File: src/rtl/conv_window_feeder_if.sv
// rtl/conv_window_feeder_if.sv - control, memory-read and beat signals of the conv window feeder
interface conv_window_feeder_if #(
    parameter int DATA_WIDTH = 16,
    parameter int ADDR_W     = 16
);
    logic                  start;
    logic [ADDR_W-1:0]     kernel_base;
    logic [ADDR_W-1:0]     img_base;
    logic                  busy;
    logic                  done;
    logic                  rd_en;
    logic [ADDR_W-1:0]     rd_addr;
    logic [DATA_WIDTH-1:0] rd_data;
    logic [DATA_WIDTH-1:0] data_in0;
    logic [DATA_WIDTH-1:0] data_in1;
    logic [DATA_WIDTH-1:0] data_in2;
    logic [DATA_WIDTH-1:0] data_in3;
    logic                  kernel_load;
    logic                  valid_in;
    logic                  valid_out;
    logic [7:0]            out_row;
    logic [7:0]            out_col;

    modport master (
        input  start, kernel_base, img_base, rd_data,
        output busy, done, rd_en, rd_addr,
        output data_in0, data_in1, data_in2, data_in3,
        output kernel_load, valid_in, valid_out, out_row, out_col
    );

    modport slave (
        output start, kernel_base, img_base, rd_data,
        input  busy, done, rd_en, rd_addr,
        input  data_in0, data_in1, data_in2, data_in3,
        input  kernel_load, valid_in, valid_out, out_row, out_col
    );
endinterface

File: src/rtl/conv_window_feeder.sv
// rtl/conv_window_feeder.sv - streams a 4x4 kernel then a column-major image into the convolution unit
module conv_window_feeder #(
    parameter int DATA_WIDTH  = 16,
    parameter int KERNEL_SIZE = 4,
    parameter int IMG_W       = 28,
    parameter int IMG_H       = 28,
    parameter int ADDR_W      = 16
) (
    input  logic                 clk,
    input  logic                 rst,
    conv_window_feeder_if.master bus
);
    localparam logic [3:0] K_LAST = 4'(KERNEL_SIZE * KERNEL_SIZE - 1);
    localparam logic [1:0] J_LAST = 2'(KERNEL_SIZE - 1);
    localparam logic [7:0] R_LAST = 8'(IMG_H - 1);
    localparam logic [7:0] C_LAST = 8'(IMG_W - KERNEL_SIZE);
    localparam logic [7:0] R_WIN  = 8'(KERNEL_SIZE - 1);

    typedef enum logic [1:0] {IDLE, LOAD_K, STREAM, FLUSH} state_t;

    state_t state, next_state;

    logic [ADDR_W-1:0] kb_q, ib_q, row_off;
    logic [3:0]        kcnt;
    logic [1:0]        j;
    logic [7:0]        r, c;
    logic              last_read;
    logic              issue_kern, issue_img;

    // Read-data stage: tags travel alongside each read so the beat stage knows where it belongs
    logic              d1_vld, d1_kern, d1_fin;
    logic [1:0]        d1_j;
    logic [7:0]        d1_r, d1_c;

    logic [DATA_WIDTH-1:0] p0, p1, p2;
    logic [7:0]            b_r, b_c;
    logic                  vi_fin, vo_fin;

    always_ff @(posedge clk) begin
        if (rst) begin
            state <= IDLE;
        end else begin
            state <= next_state;
        end
    end

    always_comb begin
        next_state = state;
        issue_kern = 1'b0;
        issue_img  = 1'b0;
        last_read  = 1'b0;
        case (state)
            IDLE: begin
                if (bus.start) begin
                    next_state = LOAD_K;
                end
            end
            LOAD_K: begin
                issue_kern = 1'b1;
                if (kcnt == K_LAST) begin
                    next_state = STREAM;
                end
            end
            STREAM: begin
                issue_img = 1'b1;
                last_read = (j == J_LAST) && (r == R_LAST) && (c == C_LAST);
                if (last_read) begin
                    next_state = FLUSH;
                end
            end
            FLUSH: begin
                if (vo_fin) begin
                    next_state = IDLE;
                end
            end
            default: next_state = IDLE;
        endcase
    end

    assign bus.busy  = (state != IDLE);
    assign bus.rd_en = issue_kern | issue_img;

    always_comb begin
        bus.rd_addr = '0;
        if (issue_kern) begin
            bus.rd_addr = kb_q + ADDR_W'(kcnt);
        end else if (issue_img) begin
            bus.rd_addr = ib_q + row_off + ADDR_W'(c) + ADDR_W'(j);
        end
    end

    // Address walk: kernel words linearly, then per column every row, four pixels per row
    always_ff @(posedge clk) begin
        if (rst) begin
            kb_q    <= '0;
            ib_q    <= '0;
            row_off <= '0;
            kcnt    <= '0;
            j       <= '0;
            r       <= '0;
            c       <= '0;
        end else begin
            case (state)
                IDLE: begin
                    if (bus.start) begin
                        kb_q    <= bus.kernel_base;
                        ib_q    <= bus.img_base;
                        row_off <= '0;
                        kcnt    <= '0;
                        j       <= '0;
                        r       <= '0;
                        c       <= '0;
                    end
                end
                LOAD_K: kcnt <= kcnt + 4'd1;
                STREAM: begin
                    j <= j + 2'd1;
                    if (j == J_LAST) begin
                        if (r == R_LAST) begin
                            r       <= '0;
                            row_off <= '0;
                            c       <= c + 8'd1;
                        end else begin
                            r       <= r + 8'd1;
                            row_off <= row_off + ADDR_W'(IMG_W);
                        end
                    end
                end
                default: ;
            endcase
        end
    end

    always_ff @(posedge clk) begin
        if (rst) begin
            d1_vld  <= 1'b0;
            d1_kern <= 1'b0;
            d1_fin  <= 1'b0;
            d1_j    <= '0;
            d1_r    <= '0;
            d1_c    <= '0;
        end else begin
            d1_vld  <= bus.rd_en;
            d1_kern <= issue_kern;
            d1_fin  <= last_read;
            d1_j    <= issue_kern ? kcnt[1:0] : j;
            d1_r    <= r;
            d1_c    <= c;
        end
    end

    // Beat assembly: the first three pixels wait in p0..p2, the fourth completes the beat
    always_ff @(posedge clk) begin
        if (rst) begin
            p0              <= '0;
            p1              <= '0;
            p2              <= '0;
            bus.data_in0    <= '0;
            bus.data_in1    <= '0;
            bus.data_in2    <= '0;
            bus.data_in3    <= '0;
            bus.kernel_load <= 1'b0;
            bus.valid_in    <= 1'b0;
            b_r             <= '0;
            b_c             <= '0;
            vi_fin          <= 1'b0;
        end else begin
            bus.valid_in <= d1_vld && (d1_j == J_LAST);
            vi_fin       <= d1_vld && (d1_j == J_LAST) && d1_fin;
            if (d1_vld) begin
                case (d1_j)
                    2'd0: p0 <= bus.rd_data;
                    2'd1: p1 <= bus.rd_data;
                    2'd2: p2 <= bus.rd_data;
                    default: begin
                        bus.data_in0    <= p0;
                        bus.data_in1    <= p1;
                        bus.data_in2    <= p2;
                        bus.data_in3    <= bus.rd_data;
                        bus.kernel_load <= d1_kern;
                        b_r             <= d1_r;
                        b_c             <= d1_c;
                    end
                endcase
            end
        end
    end

    // A window is complete once the beat for its bottom row has been delivered
    always_ff @(posedge clk) begin
        if (rst) begin
            bus.valid_out <= 1'b0;
            bus.out_row   <= '0;
            bus.out_col   <= '0;
            vo_fin        <= 1'b0;
            bus.done      <= 1'b0;
        end else begin
            bus.valid_out <= bus.valid_in && !bus.kernel_load && (b_r >= R_WIN);
            vo_fin        <= bus.valid_in && vi_fin;
            bus.done      <= vo_fin;
            if (bus.valid_in && !bus.kernel_load && (b_r >= R_WIN)) begin
                bus.out_row <= b_r - R_WIN;
                bus.out_col <= b_c;
            end
        end
    end
endmodule

File: src/flat_wrapper.sv
// flat-port wrapper written by rule: the top's interface ports become plain ports
module conv_window_feeder_flat 
#(
    parameter int DATA_WIDTH  = 16,
    parameter int KERNEL_SIZE = 4,
    parameter int IMG_W       = 28,
    parameter int IMG_H       = 28,
    parameter int ADDR_W      = 16
)
  (clk, rst, bus_start, bus_kernel_base, bus_img_base, bus_rd_data, bus_busy, bus_done, bus_rd_en, bus_rd_addr, bus_data_in0, bus_data_in1, bus_data_in2, bus_data_in3, bus_kernel_load, bus_valid_in, bus_valid_out, bus_out_row, bus_out_col);
  conv_window_feeder_if #(.DATA_WIDTH(DATA_WIDTH), .ADDR_W(ADDR_W)) bus_i ();
  input  logic clk;
  input  logic rst;
  input wire logic [$bits(bus_i.start)-1:0] bus_start;
  input wire logic [$bits(bus_i.kernel_base)-1:0] bus_kernel_base;
  input wire logic [$bits(bus_i.img_base)-1:0] bus_img_base;
  input wire logic [$bits(bus_i.rd_data)-1:0] bus_rd_data;
  output wire logic [$bits(bus_i.busy)-1:0] bus_busy;
  output wire logic [$bits(bus_i.done)-1:0] bus_done;
  output wire logic [$bits(bus_i.rd_en)-1:0] bus_rd_en;
  output wire logic [$bits(bus_i.rd_addr)-1:0] bus_rd_addr;
  output wire logic [$bits(bus_i.data_in0)-1:0] bus_data_in0;
  output wire logic [$bits(bus_i.data_in1)-1:0] bus_data_in1;
  output wire logic [$bits(bus_i.data_in2)-1:0] bus_data_in2;
  output wire logic [$bits(bus_i.data_in3)-1:0] bus_data_in3;
  output wire logic [$bits(bus_i.kernel_load)-1:0] bus_kernel_load;
  output wire logic [$bits(bus_i.valid_in)-1:0] bus_valid_in;
  output wire logic [$bits(bus_i.valid_out)-1:0] bus_valid_out;
  output wire logic [$bits(bus_i.out_row)-1:0] bus_out_row;
  output wire logic [$bits(bus_i.out_col)-1:0] bus_out_col;
  assign bus_i.start = bus_start;
  assign bus_i.kernel_base = bus_kernel_base;
  assign bus_i.img_base = bus_img_base;
  assign bus_i.rd_data = bus_rd_data;
  assign bus_busy = bus_i.busy;
  assign bus_done = bus_i.done;
  assign bus_rd_en = bus_i.rd_en;
  assign bus_rd_addr = bus_i.rd_addr;
  assign bus_data_in0 = bus_i.data_in0;
  assign bus_data_in1 = bus_i.data_in1;
  assign bus_data_in2 = bus_i.data_in2;
  assign bus_data_in3 = bus_i.data_in3;
  assign bus_kernel_load = bus_i.kernel_load;
  assign bus_valid_in = bus_i.valid_in;
  assign bus_valid_out = bus_i.valid_out;
  assign bus_out_row = bus_i.out_row;
  assign bus_out_col = bus_i.out_col;
  conv_window_feeder #(.DATA_WIDTH(DATA_WIDTH), .KERNEL_SIZE(KERNEL_SIZE), .IMG_W(IMG_W), .IMG_H(IMG_H), .ADDR_W(ADDR_W)) u_core (.clk(clk), .rst(rst), .bus(bus_i));
endmodule
File: config.mk
export PLATFORM = sky130hd
export DESIGN_NAME = conv_window_feeder_flat
export DESIGN_NICKNAME = d
export VERILOG_FILES = /design/src/rtl/conv_window_feeder_if.sv /design/src/rtl/conv_window_feeder.sv /design/src/flat_wrapper.sv
export SDC_FILE = /design/constraint.sdc
export NUM_CORES = 1
export LEC_CHECK = 0
export ABC_AREA = 0
export BUFFER_PORTS_ARGS = -buffer_cell sky130_fd_sc_hd__clkbuf_2
export CORE_ASPECT_RATIO = 0.75
export CORE_MARGIN = 2
export CORE_UTILIZATION = 30
export DETAILED_ROUTE_END_ITERATION = 8
export SETUP_SLACK_MARGIN = 0.1
export SYNTH_ARGS = -nofsm -noshare
export SYNTH_HDL_FRONTEND = slang
export SYNTH_SLANG_ARGS = --single-unit
File: constraint.sdc
create_clock -name clk -period 5.8 [get_ports clk]
set_clock_uncertainty 0.15 [all_clocks]
set_input_delay 0.29 -clock clk [delete_from_list [all_inputs] [get_ports clk]]
set_output_delay 0.29 -clock clk [all_outputs]
set_load 0.005 [all_outputs]
# Yosys cells after proc, flatten, opt, wreduce, memory -nomap -nowiden
# Index checks and enable logic that the tools add are counted.
[classes]
order_cmp = 1
bitwise_logic = 3
n_reduce_logical = 25
n_eq_ne = 16
addsub = 10
muxes = 25
[ops]
columns = ["op", "count"]
rows = [
  ["$mux W16", 5],
  ["$mux W8", 5],
  ["$pmux W16 S2", 1],
  ["$pmux W8 S2", 2],
  ["$add A16 B16 Y16", 1],
  ["$add A16 B2 Y16", 1],
  ["$add A16 B4 Y16", 1],
  ["$add A16 B5 Y16 const B", 1],
  ["$add A16 B8 Y16", 1],
  ["$add A8 B1 Y8 const B", 2],
  ["$eq A8 B5 Y1 const B", 2],
  ["$reduce_and A2 Y1", 7],
  ["$mux W2", 6],
  ["$eq A2 B2 Y1 const B", 5],
  ["$ne A2 B1 Y1 const B", 5],
  ["$ge A8 B2 Y1 const B", 1],
  ["$pmux W2 S4", 1],
  ["$pmux W4 S2", 1],
  ["$reduce_and A4 Y1", 2],
  ["$sub A8 B2 Y8 const B", 1],
  ["$logic_and A1 B1 Y1", 7],
  ["$reduce_bool A2 Y1", 3],
  ["$add A4 B1 Y4 const B", 1],
  ["$eq A2 B1 Y1 const B", 2],
  ["other kinds (13)", 16],
]
[totals]
out_inout_bits = 102
word_cells = 111
regBits = 243
inputBits = 51

# Logic depth before layout (Yosys ltp)
[depth]
depth_word = 5
mapped_depth = 12
ltp_nobuf = 11

# Least setup slack after synthesis
# No wires, ideal clock.
[synth_timing]
kind = "flip-flop to output port"
from = "reg u_core.c[2]"
to = "out bus_rd_addr[11]"
path_buffers = 0
setup_slack_ns = 2.235
stages_incl_launch_ff = 12
arrival_time_ns = 3.125
t_required_ns = 5.360
cell_sequence = "dfxtp_1 -> inv_1 -> fa_1 -> inv_1 -> ha_1 -> fa_1 -> a211oi_1 -> or4_1 -> nand3_1 -> o21a_1 -> or3_1 -> a32o_1"
[synth_between]
elab_chain_len = 4
[synth_lines]
columns = ["element", "line_no", "text"]
rows = [
  ["from (decl)", "conv_window_feeder.sv:26", "logic [7:0] r, c;"],
  ["from (signal assigned)", "conv_window_feeder.sv:122", "c <= c + 8'd1;"],
  ["$add A16 B8 Y16", "conv_window_feeder.sv:88", "bus.rd_addr = ib_q + row_off + ADDR_W'(c) + ADDR_W'(j);"],
  ["$add A16 B2 Y16", "conv_window_feeder.sv:88", ""],
  ["$mux W16", "conv_window_feeder.sv:87", "end else if (issue_img) begin"],
  ["$mux W16", "conv_window_feeder.sv:85", "if (issue_kern) begin"],
  ["to (decl)", "flat_wrapper.sv:21", "output wire logic [$bits(bus_i.rd_addr)-1:0] bus_rd_addr;"],
]
# Every way passes these cells.

# Worst setup path after layout
# Ends and elaborated chain as after synthesis.

==> impl_results.md <==
- Status: finished, final reports clean
- TritonRoute pass-1 iters: 5
- CP Buf/Inv Count: 3
- Cells after synthesis: between 1000 and 1500
- Hold Vio Cnt, Final: 0
- Final setup vio count: 0
- GPL Wtd Cong: between 0.8 and 0.9
- Mean Syn Cell Area: a little over 8 um2
- First-pass GRT wire length: about 46 mm
- Synthesis Warnings: 0
- Slowest stage delay, CP: about 0.54 ns
- CTS clk-pin slew, worst paths: roughly 0.060 ns
- Initial Util: 0.3023
- I/O Pins: ~150
- IO Port Bufs: 152
- Synth Flop Type: dfxtp_1
- Worst VDD drop: roughly 230 uV
- Antenna cells: 0
- Layout Utilization: 0.3755
- Leak: between 5 and 6 nW
- PostCTS Resize Cnt: 0
- Multi-input gate area: 5160 um2
- Seq/Total Area, Yosys: 0.4630
- Maximum root-to-sink buffer count: 3
- Crit. End Element: output port
- Worst slew margin relative to its limit: 0.2021
- Die W: between 200 and 250 um
- Vias per cell: approximately 4.7
- Min-delay worst type: in2reg
- Setup bufs post-CTS: 0
- RSZ-0062 raised after global routing: false
- CTS tree: built
- Post-route DRC: 0
- Critical Path Source Type: flop
- Syn nets: between 1000 and 1500
- Worst path cell trace: inv_1 > fa_1 > inv_1 > ha_1 > fa_1 > a211oi_1 > or4_1 > nand3_1 > o21a_1 > or3_1 > a32o_1 > clkbuf_2
- Final HPWL DP: between 15 and 20 mm
- Crit path DAT: between 4 and 5 ns
- Layout cell share with drive strength beyond 1: 0.1460
- Synth Cell Area: 10420 um2
- Critical path data required time: about 5.4 ns
- Tmin final: around 4.5 ns
- Post-DRT Antenna Nets: 0
- Area Overhead vs Synth: 24.20%
- Std-Cell Rows: 59
- Routed wire length: 29.41 mm
- Hold-fix buffers, CTS: between 40 and 50
- Max-cap viol count: 0
- Placeable Area: around 34000 um2
- CTS sink cnt: ~240
- Vias after detailed routing: 9162
- DRT iter0 DRCs: roughly 610
- Worst skew pair latency: about 0.52 ns
- Register area: between 4000 and 5000 um2
- Fillcell total: 3483
- H-tree levels: 1
- Die ar.: ~36000 um2
- CP top delay family: adder cells
- CTS Buf Count: 27
- Power Density: 349.2 nW/um2
- Initial antenna violation count: 0
- Worst Max-Slew Pin Slew: between 1 and 1.5 ns
- Post-synth ARST share: 0
- Maximum operating frequency: around 220 MHz
- Pin count of the biggest net entering global routing: between 100 and 150
- Die H: about 170 um
- Total congestion overflow: 0
- Final nets: roughly 1600
- Clock root buffer master: clkbuf_16
- EDFF count, synth: 0
- Setup CP Type: reg2out
- Vias in the first global route: about 8500
- Max-slew violations: 0
- Slowest CP cell: fa_1
- WL/cell: approximately 15 um
- Final setup TNS: 0 ns
- Yosys reg bits: 241
- Tot GR Track Use: 0.1581
- Fin crit share: 0.7682
- Critical path peak fanout: 4
- Post-synthesis cell type count: between 50 and 60
[placed cells by master (no fill, tap or decap), drive strengths merged, types with 12 or more instances in the layout]
| cell type | n |
|---|---|
| a21oi | 194 |
| xnor2 | 33 |
| dfxtp | 241 |
| xor2 | 18 |
| ha | 53 |
| o21ai | 27 |
| clkbuf | 193 |
| a211oi | 12 |
| nor2 | 71 |
| dlygate4sd3 | 48 |
| nand3 | 17 |
| inv | 44 |
| nor2b | 13 |
| nand2 | 381 |
[layer usage]
metal	track usage	up-vias	routed length [um]
li1	-	4602	-
met1	0.2331	4300	14890
met2	0.2276	200	12140
met3	0.03150	60	1552
met4	0.05375	0	829
met5	0	-	0
[worst reg2reg max path, delay by kind of cell, from the launching register on]
family,cells,cell delay (ns)
AOI/OAI and AO/OA,2,0.68
adders and majority gates,1,0.53
buffers and inverters,1,0.13
DFF,1,0.32
muxes,1,0.33
and+or+nand+nor,3,0.80
[worst paths after layout]
| kind | startpoint | endpoint | slack (ns) | cells past startpoint |
|---|---|---|---|---|
| worst max-delay path | u_core.c[2] | bus_rd_addr[11] | 1.34 | 12 |
| worst min-delay path | rst | u_core.bus.out_row[0] | 0.16 | 2 |
| worst min register to register | u_core.vi_fin | u_core.vo_fin | 0.27 | 2 |
| worst max register to register | u_core.state[0] | u_core.row_off[13] | 2.78 | 8 |
[where the power goes]
| part | internal [mW] | switching (mW) |
|---|---|---|
| Clock | 1.09 | 0.694 |
| Combinational | 0.315 | 0.573 |
| Sequential | 1.76 | 0.0838 |
| Total | 3.17 | 1.35 |
[state kept, by name, summed over array words and instances, names as in the netlist, 14 cells and up]
register / count
u_core.ib_q: 16
u_core.p2: 16
u_core.kb_q: 16
u_core.bus.data_in1: 16
u_core.bus.data_in3: 16
u_core.row_off: 14
u_core.p0: 16
u_core.bus.data_in0: 16
u_core.bus.data_in2: 16
u_core.p1: 16
[synthesized netlist by cell type (all sizes together) (5+ instances only)]
| cell type | count | area (um2) |
|---|---|---|
| nand2 | 381 | 1430 |
| dfxtp | 241 | 4825 |
| a21oi | 194 | 970.9 |
| nor2 | 71 | 266.5 |
| clkbuf | 65 | 244.0 |
| ha | 53 | 663.1 |
| inv | 44 | 165.2 |
| xnor2 | 33 | 289.0 |
| o21ai | 27 | 135.1 |
| xor2 | 18 | 157.7 |
| nand3 | 17 | 85.08 |
| nor2b | 13 | 81.33 |
| a211oi | 12 | 90.09 |
| and3 | 11 | 68.82 |
| nand4 | 10 | 62.56 |
| fa | 9 | 180.2 |
| buf | 8 | 42.54 |
| a21o | 7 | 52.55 |
| a22o | 7 | 61.31 |
| nor3 | 7 | 40.04 |
| or3 | 6 | 37.54 |
| and2 | 5 | 32.53 |
| mux2i | 5 | 50.05 |
| o31ai | 5 | 42.54 |
[cells by family after synthesis]
kind of cell / Yosys count / synth area share
AOI/OAI and AO/OA: 278 / 0.1503
buffers and inverters: 118 / 0.04370
and+or+nand+nor: 539 / 0.2144
DFF: 241 / 0.4630
xor gates and xnor gates: 51 / 0.04286
muxes: 5 / 0.004803
adders and majority gates: 62 / 0.08092
[metrics by stage]
stage	hold slack [ns]	cells	setup WS, ns	instance area, um2	total power [mW]
final	0.1573	1930	1.344	12940	4.520
after global routing	0.1777	1930	1.130	12940	4.746
after CTS	0.1729	1930	1.331	12940	4.560
after detailed placement	0.2668	1833	1.902	11510	2.731
after global placement	0.2644	1833	1.969	11510	2.722
after floorplan	0.2525	1294	2.235	10420	2.463
[layout make-up]
class | count | area share
Multi-Input combinational cell | 935 | 0.3986
Sequential cell | 241 | 0.3727
Timing Repair Buffer | 203 | 0.09811
Clock buffer | 42 | 0.06583
Tap cell | 457 | 0.04418
Inverter | 45 | 0.01305
Clock inverter | 7 | 0.007443
Power figures use the tool's default switching activity.
